**src/rtl/comms_pkg.sv**
```systemverilog
// Shared definitions for the transmit path: block/byte geometry and the
// serializer state encoding used by tx_block_serializer.
package comms_pkg;

  localparam int BLOCK_W         = 128;
  localparam int BYTE_W          = 8;
  localparam int BYTES_PER_BLOCK = 16;
  localparam int IDX_W           = $clog2(BYTES_PER_BLOCK);

  typedef enum logic [1:0] {
    IDLE = 2'd0,
    LOAD = 2'd1,
    ACK  = 2'd2,
    WAIT = 2'd3
  } ser_state_e;

endpackage

```
**src/rtl/block_fifo.sv**
```systemverilog
// DEPTH x 128-bit synchronous FIFO of ciphertext blocks.
// Push is refused while full and pop is ignored while empty; both are judged
// against the pre-edge count, so a push on a full FIFO is refused even when a
// pop happens in the same cycle.
import comms_pkg::*;

module block_fifo #(
  parameter  int DEPTH = 4,
  localparam int PTR_W = $clog2(DEPTH)
) (
  input  logic               clk,
  input  logic               reset,
  input  logic               push_i,
  input  logic               pop_i,
  input  logic [BLOCK_W-1:0] wdata_i,
  output logic [BLOCK_W-1:0] head_o,
  output logic [PTR_W:0]     count_o,
  output logic               full_o,
  output logic               empty_o
);

  localparam logic [PTR_W:0]   FULL_CNT = (PTR_W+1)'(DEPTH);
  localparam logic [PTR_W:0]   CNT_ONE  = (PTR_W+1)'(1);
  localparam logic [PTR_W-1:0] PTR_ONE  = PTR_W'(1);

  logic [BLOCK_W-1:0] mem_q [DEPTH];
  logic [PTR_W-1:0]   wrPtr_q, wrPtr_d;
  logic [PTR_W-1:0]   rdPtr_q, rdPtr_d;
  logic [PTR_W:0]     count_q, count_d;
  logic               pushOk;
  logic               popOk;

  assign full_o  = (count_q == FULL_CNT);
  assign empty_o = (count_q == '0);
  assign head_o  = mem_q[rdPtr_q];
  assign count_o = count_q;
  assign pushOk  = push_i && !full_o;
  assign popOk   = pop_i && !empty_o;

  // Next pointers and occupancy; pointers wrap naturally since DEPTH is a power of 2.
  always_comb begin
    wrPtr_d = wrPtr_q;
    rdPtr_d = rdPtr_q;
    count_d = count_q;
    if (pushOk) wrPtr_d = wrPtr_q + PTR_ONE;
    if (popOk)  rdPtr_d = rdPtr_q + PTR_ONE;
    if (pushOk && !popOk)      count_d = count_q + CNT_ONE;
    else if (popOk && !pushOk) count_d = count_q - CNT_ONE;
  end

  // Pointer and count registers, cleared by the asynchronous reset.
  always_ff @(posedge clk or negedge reset) begin
    if (!reset) begin
      wrPtr_q <= '0;
      rdPtr_q <= '0;
      count_q <= '0;
    end else begin
      wrPtr_q <= wrPtr_d;
      rdPtr_q <= rdPtr_d;
      count_q <= count_d;
    end
  end

  // Block storage; contents are only meaningful once written, so no reset.
  always_ff @(posedge clk) begin
    if (pushOk) mem_q[wrPtr_q] <= wdata_i;
  end

endmodule

```
**src/rtl/tx_block_serializer.sv**
```systemverilog
// Transmit-side block buffer: queues 128-bit ciphertext blocks and feeds
// them MSB byte first to a byte-wide UART using a start/busy handshake.
// Optional feature macro: TX_DROP_COUNT_EN adds a saturating counter of
// writes refused because the FIFO was full.
import comms_pkg::*;

module tx_block_serializer #(
  parameter  int DEPTH = 4,
  localparam int PTR_W = $clog2(DEPTH)
) (
  input  logic               clk,
  input  logic               reset,
  input  logic [BLOCK_W-1:0] ct,
  input  logic               tx_write,
  output logic               tx_overflow,
  output logic [BYTE_W-1:0]  uart_data,
  output logic               uart_start,
  input  logic               uart_busy,
  output logic               tx_idle
`ifdef TX_DROP_COUNT_EN
  ,
  output logic [15:0]        drop_count
`endif
);

  localparam logic [PTR_W:0]   ALMOST_CNT = (PTR_W+1)'(DEPTH-1);
  localparam logic [IDX_W-1:0] LAST_IDX   = IDX_W'(BYTES_PER_BLOCK-1);
  localparam logic [IDX_W-1:0] IDX_ONE    = IDX_W'(1);

  ser_state_e         state_q, state_d;
  logic [BLOCK_W-1:0] shift_q, shift_d;
  logic [IDX_W-1:0]   byteIdx_q, byteIdx_d;
  logic [BYTE_W-1:0]  uartData_q, uartData_d;
  logic               uartStart_q, uartStart_d;
  logic               overflow_q, overflow_d;

  logic               fifoPop;
  logic [BLOCK_W-1:0] fifoHead;
  logic [PTR_W:0]     fifoCount;
  logic               fifoFull;
  logic               fifoEmpty;

  block_fifo #(.DEPTH(DEPTH)) u_fifo (
    .clk     (clk),
    .reset   (reset),
    .push_i  (tx_write),
    .pop_i   (fifoPop),
    .wdata_i (ct),
    .head_o  (fifoHead),
    .count_o (fifoCount),
    .full_o  (fifoFull),
    .empty_o (fifoEmpty)
  );

  assign tx_overflow = overflow_q;
  assign uart_data   = uartData_q;
  assign uart_start  = uartStart_q;
  assign tx_idle     = fifoEmpty && (state_q == IDLE);

  // Serializer state register.
  always_ff @(posedge clk or negedge reset) begin
    if (!reset) state_q <= IDLE;
    else        state_q <= state_d;
  end

  // Serializer next-state: pop a block, then per byte LOAD -> ACK -> WAIT.
  always_comb begin
    state_d = state_q;
    case (state_q)
      IDLE: if (!fifoEmpty) state_d = LOAD;
      LOAD: if (!uart_busy) state_d = ACK;
      ACK:  state_d = WAIT;
      WAIT: if (!uart_busy) state_d = (byteIdx_q == LAST_IDX) ? IDLE : LOAD;
      default: state_d = IDLE;
    endcase
  end

  // Serializer outputs: FIFO pop, shift/index updates and the UART strobe.
  always_comb begin
    fifoPop     = 1'b0;
    shift_d     = shift_q;
    byteIdx_d   = byteIdx_q;
    uartData_d  = uartData_q;
    uartStart_d = 1'b0;
    case (state_q)
      IDLE: begin
        if (!fifoEmpty) begin
          fifoPop   = 1'b1;
          shift_d   = fifoHead;
          byteIdx_d = '0;
        end
      end
      LOAD: begin
        uartData_d = shift_q[BLOCK_W-1 -: BYTE_W];
        if (!uart_busy) uartStart_d = 1'b1;
      end
      WAIT: begin
        if (!uart_busy) begin
          shift_d   = {shift_q[BLOCK_W-BYTE_W-1:0], BYTE_W'(0)};
          byteIdx_d = byteIdx_q + IDX_ONE;
        end
      end
      default: ;
    endcase
  end

  // Full flag for the next cycle: a refused write never changes the count.
  always_comb begin
    if (fifoFull) overflow_d = !fifoPop;
    else          overflow_d = (fifoCount == ALMOST_CNT) && tx_write && !fifoPop;
  end

  // Datapath and output registers.
  always_ff @(posedge clk or negedge reset) begin
    if (!reset) begin
      shift_q     <= '0;
      byteIdx_q   <= '0;
      uartData_q  <= '0;
      uartStart_q <= 1'b0;
      overflow_q  <= 1'b0;
    end else begin
      shift_q     <= shift_d;
      byteIdx_q   <= byteIdx_d;
      uartData_q  <= uartData_d;
      uartStart_q <= uartStart_d;
      overflow_q  <= overflow_d;
    end
  end

`ifdef TX_DROP_COUNT_EN
  logic [15:0] dropCount_q;

  assign drop_count = dropCount_q;

  // Count writes refused while full, saturating at all ones.
  always_ff @(posedge clk or negedge reset) begin
    if (!reset)
      dropCount_q <= '0;
    else if (tx_write && fifoFull && (dropCount_q != 16'hFFFF))
      dropCount_q <= dropCount_q + 16'd1;
  end
`endif

endmodule

```
**config.mk**
```make
export PLATFORM = sky130hd
export DESIGN_NAME = tx_block_serializer
export DESIGN_NICKNAME = d
export VERILOG_FILES = /design/src/rtl/comms_pkg.sv /design/src/rtl/block_fifo.sv /design/src/rtl/tx_block_serializer.sv
export SDC_FILE = /design/constraint.sdc
export NUM_CORES = 1
export LEC_CHECK = 0
export BUFFER_PORTS_ARGS = -buffer_cell sky130_fd_sc_hd__buf_2
export CAP_MARGIN = 10
export CORE_UTILIZATION = 50
export DETAILED_ROUTE_END_ITERATION = 12
export HOLD_SLACK_MARGIN = 0.06
export PLACE_DENSITY = 0.67
export SLEW_MARGIN = 20
export SYNTH_ARGS = -nofsm -noshare
export SYNTH_HDL_FRONTEND = slang
export SYNTH_SLANG_ARGS = --single-unit
```
**constraint.sdc**
```tcl
create_clock -name clk -period 11.8 [get_ports clk]
set_clock_uncertainty 0.05 [all_clocks]
set_input_delay 1.77 -clock clk [delete_from_list [all_inputs] [get_ports clk]]
set_output_delay 1.77 -clock clk [all_outputs]
set_load 0.005 [all_outputs]
```
**Yosys cells after proc, flatten, opt, wreduce, memory -nomap -nowiden**

Memories as Yosys holds them, arrays and structs flattened.
Cells that the tools add are included.

- Add/subtract/negate cells: 5
- $mul: 0
- Divide/modulo/power cells: 0
- Order comparisons: 0
- Equality and inequality tests: 9
- Shifts and indexed selects: 0
- Muxes and demuxes: 20
- Bitwise logic cells: 0
- Reduce and logical (&&, ||, !) cells: 18

Operator list:

| cell | count |
|---|---|
| $mux 128 | 2 |
| $pmux 128 s2 | 1 |
| $mux 1 | 8 |
| $mux 4 | 2 |
| $pmux 2 s4 | 1 |
| $pmux 4 s2 | 1 |
| $logic_and 1x1->1 | 7 |
| $mux 2 | 3 |
| $mux 3 | 2 |
| $ne 2x2->1 const B | 3 |
| $reduce_and 3->1 | 2 |
| $logic_not 1->1 | 5 |
| $add 2x1->2 const B | 2 |
| $add 4x1->4 const B | 1 |
| $eq 2x2->1 const B | 2 |
| $eq 4x4->1 const B | 1 |
| $reduce_bool 2->1 | 2 |
| $add 3x1->3 const B | 1 |
| $eq 3x2->1 const B | 1 |
| $eq 3x3->1 const B | 1 |
| $logic_not 3->1 | 1 |
| $sub 3x1->3 const B | 1 |
| $eq 2x1->1 const B | 1 |
| $logic_not 2->1 | 1 |

- Bits in registers: 151
- Bits in latches: 0
- Bits in writable memories: 512
- Memory bits (read-only): 0
- Bits of input ports: 132
- Output and inout port bits: 11
- Logic and storage cells: 62
- Memories: 1

Memories:

| name | depth | width | read ports | clocked after Yosys merged registers in | wr ports | line | text |
|---|---|---|---|---|---|---|---|
| u_fifo.mem_q | 4 | 128 | 1 | 0 | 1 | block_fifo.sv:26 | `logic [BLOCK_W-1:0] mem_q [DEPTH];` |

**Logic depth before layout (Yosys ltp)**

- Depth after elaboration: 7
- Depth in mapped cells: 9
- Gate-level depth less buffers: 9

**Modules after synthesis**

Synthesis repeated with hierarchy kept, for this count alone.

- Cells, all modules: 1183
- Area total of the unflattened synthesis: 26226.4 µm²

By module, submodules not included:

| module | times used | cells each | area each (µm²) | seq. area each (µm²) |
|---|---|---|---|---|
| block_fifo | 1 | 705 | 18886.9 | 15549.9 |
| tx_block_serializer | 1 | 478 | 7339.5 | 3603.5 |

**Worst setup path after synthesis**

No wires, ideal clock.

- Kind: in2reg
- Start point: input port tx_write
- End point: memory u_fifo.mem_q[0][0], enable pin
- Library setup time: 0.502 ns
- Arrival: 5.125 ns
- Slack: 6.123 ns
- Stages on the path: 2
- Path buffers: 0
- Cells stage by stage: a21boi_1 > and2_1

- Word-level cells in the longest chain between the ends: 3

RTL lines:

| element | line | text |
|---|---|---|
| start: declaration | tx_block_serializer.sv:14 | `input logic tx_write,` |
| $logic_and 1x1->1 | block_fifo.sv:37 | `assign pushOk = push_i && !full_o;` |
| $mux 1 | block_fifo.sv:66 | `if (pushOk) mem_q[wrPtr_q] <= wdata_i;` |
| $mux 1 (implied by the code) | block_fifo.sv:66 |  |
| end: declaration | block_fifo.sv:26 |  |

No other way between the ends.

**Worst setup path in the final report**

- Start point: register state_q[0]
- End point: register shift_q[62]

- Word-level cells in the longest chain between the ends: 3
- Elaborated cells between the ends (all ways): 7
- Classes of those cells: eq/ne: 3; mux: 1; reduce/logical: 3

RTL lines:

| element | line | text |
|---|---|---|
| start: declaration | tx_block_serializer.sv:30 | `ser_state_e state_q, state_d;` |
| start signal: assignment | tx_block_serializer.sv:63 | `else state_q <= state_d;` |
| $eq 2x2->1 / $logic_not 2->1 (equally long branches) | tx_block_serializer.sv:85 | `case (state_q)` |
| $ne 2x2->1 (no source line) / $reduce_bool 2->1 (equally long branches) | -- |  |
| $reduce_and 3->1 (no source line) | -- |  |
| end signal: assignment | tx_block_serializer.sv:122 | `shift_q <= shift_d;` |
| end: declaration | tx_block_serializer.sv:31 | `logic [BLOCK_W-1:0] shift_q, shift_d;` |

Several ways; a longest one is shown, not always the timed one.
A chain may end at the register's enable or synchronous reset.

==> impl_metrics.env <==
export IMPL_htreeDepth=3
export IMPL_fin_nets=1732
export IMPL_synth_main_ff_cell="edfxtp_1"
export IMPL_cts_root_buffer="clkbuf_16"
export IMPL_fin_tns_setup_ns=0
export IMPL_crit_chain="ha_4 -> or2_0 -> and3_4 -> buf_4 -> buf_4 -> mux2_2"
export IMPL_cts_buffer_depth=3
export IMPL_antenna_left=0
export IMPL_ys_ff_latch=663
export IMPL_p_leak_uw=0.01120
export IMPL_grt_overflow=0
export IMPL_setup_slack_ns=7.327
export IMPL_cts_resized=0
export IMPL_totalPowerFinal_uw=8378
export IMPL_numCtsBuffers=70
export IMPL_syn_area_mm2=0.02594
export IMPL_vias_per_cell=5.727
export IMPL_routabilityCongestion=0.7651
export IMPL_start_kind="register"
export IMPL_avgSynthCellArea_um2=17.99
export IMPL_setup_viol=0
export IMPL_r2r_start="state_q[0]$_DFFE_PN0P_"
export IMPL_syn_num_nets=1585
export IMPL_path_clk_slew_ns=0.06
export IMPL_endpoint_kind="register"
export IMPL_power_density_mw_per_mm2=283.2
export IMPL_cts_sinks=663
export IMPL_period_share_pct=37.91
export IMPL_ctsHoldBuffers=0
export IMPL_hp_class="register to register"
export IMPL_postCtsSetupBuffers=0
export IMPL_synth_cells=1442
export IMPL_arrival_ns=4.89
export IMPL_worstHoldStart="uart_data[2]$_DFFE_PN0N_"
export IMPL_grt_first_pass_wirelength_um=82970
export IMPL_synth_warnings=0
export IMPL_crit_type="register to register"
export IMPL_grt_usage_pct=20.88
export IMPL_area_growth_syn_to_layout_pct=14.08
export IMPL_synthXorXnorAreaFrac_pct=0.2026
export IMPL_synth_edff_count=512
export IMPL_fin_cells=2330
export IMPL_status="complete, no violations"
export IMPL_slew_limit_headroom_pct=30.11
export IMPL_first_pass_iters=5
export IMPL_final_cell_mix="edfxtp_1 (512), mux2i_1 (240), dfrtp_1 (150)"
export IMPL_timing_hold_ws_ns=0.4531
export IMPL_fmax_ghz=0.2236
export IMPL_placed_cells=2197
export IMPL_num_io_pins=143
export IMPL_drv_cap=0
export IMPL_fp_dieArea_mm2=0.05279
export IMPL_async_flop_share_pct=22.78
export IMPL_seqCellArea_mm2=0.01916
export IMPL_worstPathRequired_ns=12.22
export IMPL_multi_input_area_mm2=0.006380
export IMPL_slew_violations=0
export IMPL_tightest_slew_ns=1.048
export IMPL_grt_max_degree=78
export IMPL_critPathMaxFanout=77
export IMPL_final_common_cell="edfxtp_1"
export IMPL_critPathMaxStageDelay_ns=0.87
export IMPL_antenna_found_initial=4
export IMPL_ir_drop_mv=0.1856
export IMPL_wirelength_um=54030
export IMPL_drive_gt1_share_pct=24.61
export IMPL_avgRoutedWirePerCell_um=23.19
export IMPL_period_minus_slack_ns=4.473
export IMPL_row_count=83
export IMPL_numPortBuffers=142
export IMPL_core_mm2=0.05130
export IMPL_dp_hpwl_um=30810
export IMPL_yosysUniqueCellTypes=43
export IMPL_cp_startpoint="state_q[0]$_DFFE_PN0P_"
export IMPL_grt_pass1_vias=13791
export IMPL_synth_top_family_by_area="multiplexers"
export IMPL_dp_slack_ns=6.900
export IMPL_die_x_um=229.8
export IMPL_crit_slowest_cell="buf_4"
export IMPL_clk_latency_ns=0.59
export IMPL_final_hold_viol_count=0
export IMPL_rsz0062_at_grt="false"
export IMPL_initial_core_util_pct=50.56
export IMPL_vias=13344
export IMPL_synth_seq_area_share_pct=73.85
export IMPL_cp_common_cell="buf_4"
export IMPL_synth_compound_area_share_pct=4.689
export IMPL_synth_mux_area_share_pct=16.61
export IMPL_drc=0
export IMPL_die_h_um=229.8
export IMPL_synthAdderAreaFrac_pct=0.5596
export IMPL_synth_simple_gate_area_share_pct=2.369
export IMPL_drtIter0Drc=1100
export IMPL_fill_cells=3852
export IMPL_cts_tree="yes"
## power by group
group	switching [µW]	internal (µW)	total (µW)
Combinational	1470	1240	2710
Clock	862	1320	2180
Sequential	284	3200	3480
## logic make-up (layout without fill, tap and decap cells)
logic type | count (synthesis) | count (layout)
AOI/OAI and AO/OA | 141 | 141
muxes | 379 | 379
adders and majority gates | 11 | 11
buffers and inverters | 95 | 299
xor gates and xnor gates | 6 | 6
DFF | 663 | 663
and+or+nand+nor | 147 | 147
other | 0 | 4
## per-stage QoR
step / instance area (µm²) / util [%]
floorplan: 25940 / -
global placement: 27280 / 53.18
detailed placement: 27280 / 53.18
CTS: 29580 / 57.66
global route: 29580 / 57.67
finish: 29590 / 57.68
## registers in the layout, indices dropped and copies added (netlist names)
| name | count |
|---|---|
| shift_q | 128 |
| byteIdx_q | 4 |
| u_fifo.wrPtr_q | 2 |
| tx_overflow | 1 |
| u_fifo.count_o | 3 |
| uart_data | 8 |
| uart_start | 1 |
| state_q | 2 |
| u_fifo.rdPtr_q | 2 |
| u_fifo.mem_q | 512 |
## critical path, delay by kind of cell (launching register included)
family | cells | cell delay [ns]
adders and majority gates | 1 | 0.82
muxes | 1 | 0.40
buffers and inverters | 2 | 1.51
and+or+nand+nor | 2 | 1.08
DFF | 1 | 0.42
## cells in the mapped netlist (9+ instances only)
cell type | count | area, µm²
edfxtp_1 | 512 | 15370
mux2i_1 | 240 | 2402
dfrtp_1 | 151 | 3779
nand2_1 | 123 | 461.7
o221ai_1 | 120 | 1051
mux2_4 | 67 | 1006
mux2_2 | 64 | 720.7
clkbuf_1 | 57 | 214.0
buf_2 | 11 | 55.05
buf_6 | 10 | 112.6
ha_1 | 10 | 125.1
inv_1 | 9 | 33.78
## path summary, 6_finish.rpt
| kind | end | cells after the start | slack [ns] |
|---|---|---|---|
| worst min register to register | uart_data[2]$_DFFE_PN0N_ | 1 | 0.45 |
| worst max register to register | shift_q[62]$_DFFE_PN0P_ | 6 | 7.33 |
| worst min-delay path | uart_data[2]$_DFFE_PN0N_ | 1 | 0.45 |
| min in group asynchronous | shift_q[61]$_DFFE_PN0P_ | 1 | 1.04 |
| max in group asynchronous | shift_q[25]$_DFFE_PN0P_ | 3 | 8.66 |
| worst max-delay path | shift_q[62]$_DFFE_PN0P_ | 6 | 7.33 |
## metal layers
metal / global-route usage (%) / up-vias / routed length (µm)
li1: - / 5986 / -
met4: 6.064 / 2 / 913
met5: 0 / - / 18
met1: 28.08 / 6931 / 23430
met3: 3.385 / 66 / 2760
met2: 35.18 / 359 / 26910
## area by class of cell
cell class | count | area share (%)
Antenna cell | 4 | 0.03383
Clock inverter | 30 | 1.226
Inverter | 9 | 0.1142
Tap cell | 680 | 2.876
Sequential cell | 663 | 64.75
Clock buffer | 99 | 6.538
Timing Repair Buffer | 161 | 2.905
Multi-Input combinational cell | 684 | 21.56
(Power assumes the default switching activity.)
